## config.mk

```make
export PLATFORM = sky130hd
export DESIGN_NAME = lane_scheduler
export DESIGN_NICKNAME = d
export VERILOG_FILES = /design/src/rtl/simd_pkg.sv /design/src/rtl/thread_picker.sv /design/src/rtl/lane_scheduler.sv
export SDC_FILE = /design/constraint.sdc
export NUM_CORES = 1
export LEC_CHECK = 0
export ABC_CLOCK_PERIOD_IN_PS = 2900
export BUFFER_PORTS_ARGS = -buffer_cell sky130_fd_sc_hd__buf_4
export CAP_MARGIN = 40
export CORE_AREA = 2 2 161 84
export DETAILED_ROUTE_END_ITERATION = 6
export DIE_AREA = 0 0 163 86
export PLACE_DENSITY_LB_ADDON = 0.05
export SLEW_MARGIN = 20
export SYNTH_ARGS = -nofsm -noshare
export SYNTH_HDL_FRONTEND = slang
export SYNTH_HIERARCHICAL = 1
export SYNTH_SLANG_ARGS = --single-unit
export TNS_END_PERCENT = 5
```

## constraint.sdc

```tcl
create_clock -name clk -period 2.9 [get_ports clk]
set_input_delay 0 -clock clk [delete_from_list [all_inputs] [get_ports clk]]
set_output_delay 0 -clock clk [all_outputs]
set_load 0.01 [all_outputs]
```

## src/rtl/simd_pkg.sv

```systemverilog
// Shared types and default sizing for the SIMD lane scheduler.
// The thread index is 4 bits wide, so a lane can hold at most 16 threads.
package simd_pkg;

    localparam int NUM_THREADS = 16;
    localparam int PIPE_DEPTH  = 3;

    typedef enum logic {
        IDLE  = 1'b0,
        ISSUE = 1'b1
    } sched_state_t;

    typedef struct packed {
        logic [4:0]  funct4;
        logic [31:0] imm;
        logic [4:0]  rs1;
        logic [4:0]  rs2;
        logic [4:0]  rd;
        logic        is_int;
        logic        is_float;
        logic        we;
    } issue_t;

    // One in-flight register write that is still in the lane pipeline.
    typedef struct packed {
        logic       valid;
        logic [3:0] tidx;
        logic [4:0] rd;
    } sb_entry_t;

endpackage

```

## src/rtl/thread_picker.sv

```systemverilog
// Rotating find-first-set: returns the lowest set bit at or above ptr.
// If there is no such bit, it wraps around and returns the lowest set bit overall.
module thread_picker #(
    parameter int NUM_THREADS = 16
) (
    input  logic [NUM_THREADS-1:0] mask,
    input  logic [3:0]             ptr,
    output logic [3:0]             idx,
    output logic                   found
);

    logic [3:0] hi_idx;
    logic [3:0] lo_idx;
    logic       hi_found;
    logic       lo_found;

    // Scan downward so that the last hit in each class is the lowest index.
    always_comb begin
        hi_idx   = '0;
        lo_idx   = '0;
        hi_found = 1'b0;
        lo_found = 1'b0;
        for (int i = NUM_THREADS - 1; i >= 0; i--) begin
            if (mask[i]) begin
                lo_idx   = 4'(i);
                lo_found = 1'b1;
                if (4'(i) >= ptr) begin
                    hi_idx   = 4'(i);
                    hi_found = 1'b1;
                end
            end
        end
        idx   = hi_found ? hi_idx : lo_idx;
        found = lo_found;
    end

endmodule

```

## src/rtl/lane_scheduler.sv

```systemverilog
// Takes a decoded instruction and issues it once per thread in its mask.
// Issue is in rotating order, and a bubble is inserted while a scoreboard hazard is present.
//
// state | meaning
// ------+-----------------------------------------------------------
// IDLE  | ready for a new instruction; nothing issues
// ISSUE | walking the pending mask, one thread per unstalled cycle
module lane_scheduler #(
    parameter int NUM_THREADS = simd_pkg::NUM_THREADS,
    parameter int PIPE_DEPTH  = simd_pkg::PIPE_DEPTH
) (
    input  logic                   clk,
    input  logic                   reset,
    input  logic                   instr_valid,
    output logic                   instr_ready,
    input  logic [4:0]             instr_funct4,
    input  logic [31:0]            instr_imm,
    input  logic [4:0]             instr_rs1,
    input  logic [4:0]             instr_rs2,
    input  logic [4:0]             instr_rd,
    input  logic                   instr_is_int,
    input  logic                   instr_is_float,
    input  logic                   instr_we,
    input  logic [NUM_THREADS-1:0] thread_mask,
    input  logic                   stall_in,
    output logic                   issue_valid,
    output logic [3:0]             tIdx,
    output logic [4:0]             FUNCT4,
    output logic [31:0]            IMM,
    output logic [4:0]             rs1,
    output logic [4:0]             rs2,
    output logic [4:0]             rd,
    output logic                   is_int,
    output logic                   is_float,
    output logic                   WE3,
    output logic                   stall,
    output logic                   done
);
    import simd_pkg::*;

    sched_state_t           state;
    sched_state_t           state_nxt;
    issue_t                 cap;
    issue_t                 instr_in;
    logic [NUM_THREADS-1:0] pending;
    logic [NUM_THREADS-1:0] clr_bit;
    logic [3:0]             ptr;
    logic [3:0]             ptr_nxt;
    logic                   zero_done;
    sb_entry_t              sb [PIPE_DEPTH];

    logic [3:0] cand;
    logic       found;
    logic       hazard;
    logic       accept;
    logic       issue;
    logic       last_issue;

    thread_picker #(
        .NUM_THREADS(NUM_THREADS)
    ) u_picker (
        .mask  (pending),
        .ptr   (ptr),
        .idx   (cand),
        .found (found)
    );

    always_comb begin
        instr_in          = '0;
        instr_in.funct4   = instr_funct4;
        instr_in.imm      = instr_imm;
        instr_in.rs1      = instr_rs1;
        instr_in.rs2      = instr_rs2;
        instr_in.rd       = instr_rd;
        instr_in.is_int   = instr_is_int;
        instr_in.is_float = instr_is_float;
        instr_in.we       = instr_we;
    end

    // rs2 only counts as a source when the operation does not take the immediate.
    always_comb begin
        hazard = 1'b0;
        for (int i = 0; i < PIPE_DEPTH; i++) begin
            if (sb[i].valid && (sb[i].tidx == cand) &&
                ((sb[i].rd == cap.rs1) || (!cap.funct4[4] && (sb[i].rd == cap.rs2))))
                hazard = 1'b1;
        end
    end

    always_comb begin
        clr_bit = '0;
        for (int i = 0; i < NUM_THREADS; i++)
            clr_bit[i] = (4'(i) == cand);
    end

    assign accept     = (state == IDLE) && instr_valid;
    assign issue      = (state == ISSUE) && found && !stall_in && !hazard;
    assign last_issue = issue && ((pending & ~clr_bit) == '0);
    assign ptr_nxt    = (cand == 4'(NUM_THREADS - 1)) ? 4'd0 : cand + 4'd1;

    always_ff @(posedge clk or negedge reset) begin
        if (!reset)
            state <= IDLE;
        else
            state <= state_nxt;
    end

    always_comb begin
        state_nxt   = state;
        instr_ready = 1'b0;
        issue_valid = 1'b0;
        WE3         = 1'b0;
        done        = zero_done;
        tIdx        = cand;
        FUNCT4      = cap.funct4;
        IMM         = cap.imm;
        rs1         = cap.rs1;
        rs2         = cap.rs2;
        rd          = cap.rd;
        is_int      = cap.is_int;
        is_float    = cap.is_float;
        stall       = stall_in;
        case (state)
            IDLE: begin
                instr_ready = 1'b1;
                if (instr_valid && (thread_mask != '0))
                    state_nxt = ISSUE;
            end
            ISSUE: begin
                issue_valid = issue;
                WE3         = issue && cap.we;
                done        = last_issue;
                if (last_issue)
                    state_nxt = IDLE;
            end
            default: state_nxt = IDLE;
        endcase
    end

    // An empty mask is acknowledged with a done pulse one cycle after accept.
    always_ff @(posedge clk or negedge reset) begin
        if (!reset) begin
            cap       <= '0;
            pending   <= '0;
            ptr       <= '0;
            zero_done <= 1'b0;
        end else begin
            zero_done <= accept && (thread_mask == '0);
            if (accept) begin
                cap     <= instr_in;
                pending <= thread_mask;
                ptr     <= '0;
            end else if (issue) begin
                pending <= pending & ~clr_bit;
                ptr     <= ptr_nxt;
            end
        end
    end

    always_ff @(posedge clk or negedge reset) begin
        if (!reset) begin
            for (int i = 0; i < PIPE_DEPTH; i++)
                sb[i] <= '0;
        end else if (!stall_in) begin
            sb[0] <= '{valid: issue && cap.we && (cap.rd != '0), tidx: cand, rd: cap.rd};
            for (int i = 1; i < PIPE_DEPTH; i++)
                sb[i] <= sb[i-1];
        end
    end

endmodule

```

## Word level (Yosys, flattened, before mapping)

Cells that the tools add are included.

- Memory bits (writable): 0
- Output and inout port bits: 63
- Bits in registers: 107
- Word-level logic and storage cells: 208
- Latch bits: 0
- Memories kept: 0
- Bits in read-only memories: 0
- Bits of input ports: 75

- Magnitude comparators: 16
- Bitwise operators: 3
- Mux-type cells: 112
- Equal/unequal tests: 25
- $mul: 0
- Divide/modulo/power cells: 0
- Shift-type cells: 0
- Add/subtract/negate cells: 1
- Reduce and logical (&&, ||, !) cells: 30

Operators with widths:

| cell | number |
|---|---|
| two-way mux 4 bit | 52 |
| two-way mux 1 bit | 57 |
| equality test 4 bit, first input constant | 8 |
| greater-or-equal comparator 4 bit, first input constant | 8 |
| zero test 16 bit | 2 |
| two-way mux 16 bit | 2 |
| equality test 5 bit | 6 |
| logical AND 1 bit | 18 |
| bitwise AND 16 bit | 1 |
| equality test 3 x 4 -> 1 bit, first input constant | 4 |
| greater-or-equal comparator 3 x 4 -> 1 bit, first input constant | 4 |
| inverter 16 bit | 1 |
| nonzero test 16 bit | 1 |
| equality test 4 bit | 3 |
| equality test 2 x 4 -> 1 bit, first input constant | 2 |
| greater-or-equal comparator 1 x 4 -> 1 bit, first input constant | 2 |
| greater-or-equal comparator 2 x 4 -> 1 bit, first input constant | 2 |
| nonzero test 5 bit | 1 |
| adder 4 x 1 -> 4 bit, second input constant | 1 |
| equality test 1 x 4 -> 1 bit, first input constant | 1 |
| equality test 4 bit, second input constant | 1 |
| zero test 4 bit | 1 |
| zero test 1 bit | 3 |
| logical OR 1 bit | 3 |
| other kinds (3) | 3 |

## Logic depth before layout (Yosys ltp)

- Depth after elaboration: 45
- Depth in mapped cells: 16
- Gate-level depth less buffers: 14

## Cells and area by module

Netlist, hierarchy kept.

Modules (own cells, without submodules):

| module | sequential area each (µm²) | cells each | times used | area each (µm²) |
|---|---|---|---|---|
| lane_scheduler | 2677.6 | 556 | 1 | 5455.2 |
| thread_picker | 0.0 | 120 | 1 | 726.9 |

## Worst setup path before layout

No wires, ideal clock.

- Kind: register to register
- From: register ptr[0]
- To: register state
- Arrival time: 3.258 ns
- Slack: -0.487 ns
- Setup time: 0.129 ns
- Stages on the path, launching flop included: 15
- Clock period less this slack: 3.387 ns
- Path buffers: 1
- Required time: 2.771 ns
- Cell sequence: dfrtp_1 > buf_4 > nand3_1 > a21oi_2 > nor2_1 > o21ai_1 > a211oi_1 > o31ai_1 > ha_1 > inv_2 > o32a_1 > o22ai_1 > o21ai_1 > nor4_2 > a21oi_1

- Word-level cells in the longest chain between the ends: 45
- Elaborated cells on any way between the ends: 117
- Those cells by class: order compare: 16; eq/ne: 18; mux: 70; bitwise: 2; reduce/logical: 11

Ends and longest elaborated chain:

| what | line | text |
|---|---|---|
| start, declared | lane_scheduler.sv:47 | `logic [3:0] ptr;` |
| start signal, assigned | lane_scheduler.sv:155 | `ptr <= ptr_nxt;` |
| greater-or-equal comparator 4 bit | thread_picker.sv:27 | `if (4'(i) >= ptr) begin` |
| two-way mux 4 bit or two-way mux 1 bit (tied branches) | thread_picker.sv:27 |  |
| two-way mux 4 bit or two-way mux 1 bit (tied branches) | thread_picker.sv:24 | `if (mask[i]) begin` |
| two-way mux 4 bit or two-way mux 1 bit (tied branches) | thread_picker.sv:27 |  |
| two-way mux 4 bit or two-way mux 1 bit (tied branches) | thread_picker.sv:24 |  |
| two-way mux 4 bit or two-way mux 1 bit (tied branches) | thread_picker.sv:27 |  |
| two-way mux 4 bit or two-way mux 1 bit (tied branches) | thread_picker.sv:24 |  |
| two-way mux 4 bit or two-way mux 1 bit (tied branches) | thread_picker.sv:27 |  |
| [26 not listed] | - |  |
| via tIdx[1] | lane_scheduler.sv:27 | `output logic [3:0] tIdx,` |
| [1 not listed] | - |  |
| logical AND 1 bit (2 in a row) | lane_scheduler.sv:84 | `if (sb[i].valid && (sb[i].tidx == cand) &&` |
| two-way mux 1 bit (3 in a row) | lane_scheduler.sv:84 |  |
| zero test 1 bit | lane_scheduler.sv:97 | `assign issue = (state == ISSUE) && found && !stall_in && !hazard;` |
| logical AND 1 bit | lane_scheduler.sv:97 |  |
| logical AND 1 bit * | lane_scheduler.sv:98 | `assign last_issue = issue && ((pending & ~clr_bit) == '0);` |
| two-way mux 1 bit * | lane_scheduler.sv:133 | `if (last_issue)` |
| one-hot mux 1 bit (2 select lines) * | lane_scheduler.sv:123 | `case (state)` |
| via state_nxt | lane_scheduler.sv:42 | `sched_state_t state_nxt;` |
| end signal, assigned | lane_scheduler.sv:105 | `state <= state_nxt;` |
| end, declared | lane_scheduler.sv:41 | `sched_state_t state;` |

Mark *: on every way through the listed nets, which the timed path passes. The rest lies on a longest branch.
A chain may end at the register's enable or synchronous reset.

## Final worst setup path

- From: register pending[14]
- To: output done

- Word-level cells in the longest chain between the ends: 40
- Elaborated cells on any way between the ends: 126
- Those cells by class: eq/ne: 18; mux: 93; bitwise: 2; reduce/logical: 13

Ends and longest elaborated chain:

| what | line | text |
|---|---|---|
| start, declared | lane_scheduler.sv:45 | `logic [NUM_THREADS-1:0] pending;` |
| start signal, assigned | lane_scheduler.sv:151 | `pending <= thread_mask;` |
| start signal, assigned | lane_scheduler.sv:154 | `pending <= pending & ~clr_bit;` |
| two-way mux 4 bit or two-way mux 1 bit (tied branches) | thread_picker.sv:24 |  |
| two-way mux 4 bit or two-way mux 1 bit (tied branches) | thread_picker.sv:27 |  |
| two-way mux 4 bit or two-way mux 1 bit (tied branches) | thread_picker.sv:24 |  |
| two-way mux 4 bit or two-way mux 1 bit (tied branches) | thread_picker.sv:27 |  |
| two-way mux 4 bit or two-way mux 1 bit (tied branches) | thread_picker.sv:24 |  |
| two-way mux 4 bit or two-way mux 1 bit (tied branches) | thread_picker.sv:27 |  |
| two-way mux 4 bit or two-way mux 1 bit (tied branches) | thread_picker.sv:24 |  |
| two-way mux 4 bit or two-way mux 1 bit (tied branches) | thread_picker.sv:27 |  |
| [21 not listed] | - |  |
| two-way mux 4 bit | thread_picker.sv:33 | `idx = hi_found ? hi_idx : lo_idx;` |
| equality test 4 bit | lane_scheduler.sv:84 |  |
| logical AND 1 bit (2 in a row) | lane_scheduler.sv:84 |  |
| two-way mux 1 bit (3 in a row) | lane_scheduler.sv:84 |  |
| zero test 1 bit | lane_scheduler.sv:97 |  |
| logical AND 1 bit | lane_scheduler.sv:97 |  |
| logical AND 1 bit * | lane_scheduler.sv:98 |  |
| two-way mux 1 bit * | lane_scheduler.sv:123 |  |
| end, declared | lane_scheduler.sv:37 | `output logic done` |

Mark *: on every way between the ends. The rest lies on a longest branch, timed or not.

==> results.yml <==
status:
  status: "complete, but fails checks"
  violations: "setup timing"
floorplan:
  start_util: 0.494
  die_h_microns: 86
  die_x_microns: 163
  num_io_pins: 138
  core_area_sq_um: 12500
  dieArea_sq_um: 14000
  num_rows: 29
setup_path:
  critPathLaunchType: "register"
  worstPathArrival_ns: 3.40
  crit_start: "pending[14]$_DFFE_PN0P_"
  end_kind: "output pin"
  worstPathMaxFanout: 4
  crit_required_ns: 2.90
  rr_startpoint: "pending[13]$_DFFE_PN0P_"
  crit_type: "reg2out"
route:
  drc: 0
  drtIter0Drc: 414
  wl_per_cell_microns: 17.0
  dr.max_layer_used: "met4"
  dr_total_vias: 5770
  met3WireLength_microns: 1230
  totalWireLength_microns: 18900
  vias_per_cell: 5.17
  wl_met1_microns: 8120
  postRouteAntennaNets: 0
  firstDrtPassIters: 5
  route.met2.wl_microns: 9170
synth:
  synth_common_cells: "193 x nand2_1, 107 x dfrtp_1, 54 x buf_4, 28 x nor2_1, 27 x xnor2_1"
  synth-async-reset-ratio: 1.00
  syn-num-nets: 755
  ys_seq_area_frac: 0.433
  synth_top_area_frac: 0.433
  yosysMostFrequentCell: "nand2_1"
  syn_inst: 676
  yosysWarnings: 6
  synth_area_leaders: "dfrtp_1 43%, nand2_1 12%, buf_4 6.6%, mux2_2 4.6%, xnor2_1 3.8%"
  syn_area_sq_um: 6180
  synth_edf_count: 0
  synth_seq_cells: 107
  synthFlopType: "dfrtp_1"
  ys_types: 65
  synth_top_cell_by_area: "dfrtp_1"
  syn_avg_cell_area_sq_um: 9.15
sta:
  slew_headroom: 0.502
  worst_pin_slew_ns: 0.745
  min_period_ns: 3.40
  drv_slew: 0
  clock_skew_ns: 0.00951
  hold_viol_final: 0
  setup_tns_ns: -9.09
  rsz0062_at_grt: "true"
  timing.fmax_ghz: 0.294
  setup_ws_ns: -0.497
  setup_viol: 25
  period_share: 1.17
pwr:
  switching_share: 0.425
  switching_power_mw: 5.29
  power.density_nw_per_um2: 1350
  peakVddDrop_v: 0.000650
  seqPwrFrac: 0.234
  cell_internal_pwr_mw: 7.16
  power.leakage_nw: 4.38
  combPwrFrac: 0.669
  clkPwrFrac: 0.096
layout:
  final_cells: 1115
  drive_gt1_frac: 0.385
  diodes: 0
  areaGrowthSynthToFinish_pct: 48.6
  nets: 1019
  final_area_sq_um: 9190
placed_design:
  place_hpwl_microns: 12800
  dp_cells: 987
  gp_congestion: 0.894
  dpl_cell_area_sq_um: 7610
  numPortBuffers: 137
clock_network:
  max-clock-path-buffers: 2
  clock_latency_ns: 0.35
  cts_tree: "yes"
  ctsHtreeMaxLevel: 3
  numClockSinks: 107
  root_buffer: "clkbuf_16"
  path_clk_slew_ns: 0.07
  numCtsBuffers: 9
global_routing:
  antenna_found_initial: 0
  grt-ovfl-total: 0
  track_usage: 0.280
  grt_pass1_vias: 5943
  grt_pass1_wl_microns: 30400
  grt_max_degree: 59
min_path:
  min_from: "thread_mask[15]"
  hp-class: "in2reg"
run:
  maxCapViolations: 0
==> path summary, 6_finish.rpt <==
path                       cells after the start                       to  slack (ns)
setup / recovery                              16                     done       -0.50
hold / removal                                 3  pending[15]$_DFFE_PN0P_        0.05
setup reg to reg                              18       ptr[0]$_DFFE_PN0P_       -0.49
hold reg to reg                                2      IMM[13]$_DFFE_PN0P_        0.48
max in group asynchronous                      3  pending[11]$_DFFE_PN0P_        1.89
min in group asynchronous                      2       IMM[4]$_DFFE_PN0P_        0.26
==> worst max-delay path, stage by stage, from the launching register on <==
cell	delay, ns
dfrtp_1	0.43
nand2b_1	0.16
a21oi_1	0.15
nor2_1	0.06
o21ai_0	0.24
a2111oi_2	0.11
buf_4	0.16
o22ai_4	0.27
buf_6	0.15
ha_4	0.14
inv_2	0.04
o32a_1	0.32
o22ai_1	0.10
o21ai_1	0.12
nor4_4	0.30
a22o_1	0.18
buf_6	0.10
==> cells by family after synthesis <==
group,Yosys count,synth area share
xor gates and xnor gates,43,0.0609
and+or+nand+nor,275,0.194
AOI/OAI and AO/OA,104,0.115
DFF,107,0.433
buffers and inverters,98,0.110
muxes,45,0.0783
adders and majority gates,4,0.00810
==> placed cells by master, fill, tap and decap left out, types with 7 or more instances in the layout <==
master,instances
buf_4,243
mux2_2,25
buf_6,13
xnor2_1,26
a21oi_1,14
nor3_1,7
nor4_1,7
nand3_1,7
o21ai_1,7
a31oi_1,15
dlygate4sd3_1,72
o21ai_0,11
dfrtp_1,100
nand2_1,190
mux2i_1,18
nor2_1,26
inv_1,8
buf_12,8
clkbuf_16,9
dfrtp_2,7
xor2_1,15
==> state kept, by name, summed over array words and instances (netlist names) <==
| register | count |
|---|---|
| FUNCT4 | 5 |
| zero_done | 1 |
| rd | 5 |
| rs1 | 5 |
| pending | 16 |
| state | 1 |
| ptr | 4 |
| sb | 30 |
| is_float | 1 |
| cap | 1 |
| is_int | 1 |
| IMM | 32 |
| rs2 | 5 |
==> per-layer routing <==
metal	global-route usage	vias up
met2	0.479	220
met4	0.101	0
met5	0	-
met1	0.349	2758
met3	0.0682	39
li1	-	2753
==> power groups by stage <==
stage	clock [mW]	sequential, mW	combinational (mW)
6_report	1.20	2.92	8.33
3_5_place_dp	0	2.92	6.84
2_1_floorplan	0	2.74	4.42
3_3_place_gp	0	2.90	6.84
5_1_grt	1.30	3.01	8.96
4_1_cts	1.23	2.92	7.90
==> per-stage QoR <==
step	utilization	power, mW	setup WS (ns)	hold slack (ns)
3_5_place_dp	0.608	9.76	-0.350	0.122
2_1_floorplan	-	7.16	0.000490	-0.296
6_report	0.734	12.4	-0.497	0.0480
3_3_place_gp	0.608	9.74	-0.328	0.115
4_1_cts	0.722	12.1	-0.525	0.00325
5_1_grt	0.734	13.3	-0.690	0.0504
==> timing repair <==
item / CTS / global route
hold buffers: 72 / 0
gates resized for setup: 45 / 15
pin swaps: 28 / 15
hold endpoints to repair: 128 / 0
gates cloned: 2 / 0
setup buffers: 26 / 12
endpoints found under the setup margin: 25 / 25
==> cell type report <==
| class | instances | area (sq um) |
|---|---|---|
| clock inverters | 6 | 60.1 |
| multi-input cells | 471 | 3060 |
| repair buffers | 338 | 2890 |
| well taps | 170 | 213 |
| fillers | 920 | 3330 |
| clock buffers | 10 | 229 |
| inverters | 13 | 53.8 |
| flip-flops and latches | 107 | 2690 |
Power figures use the tool's default switching activity.
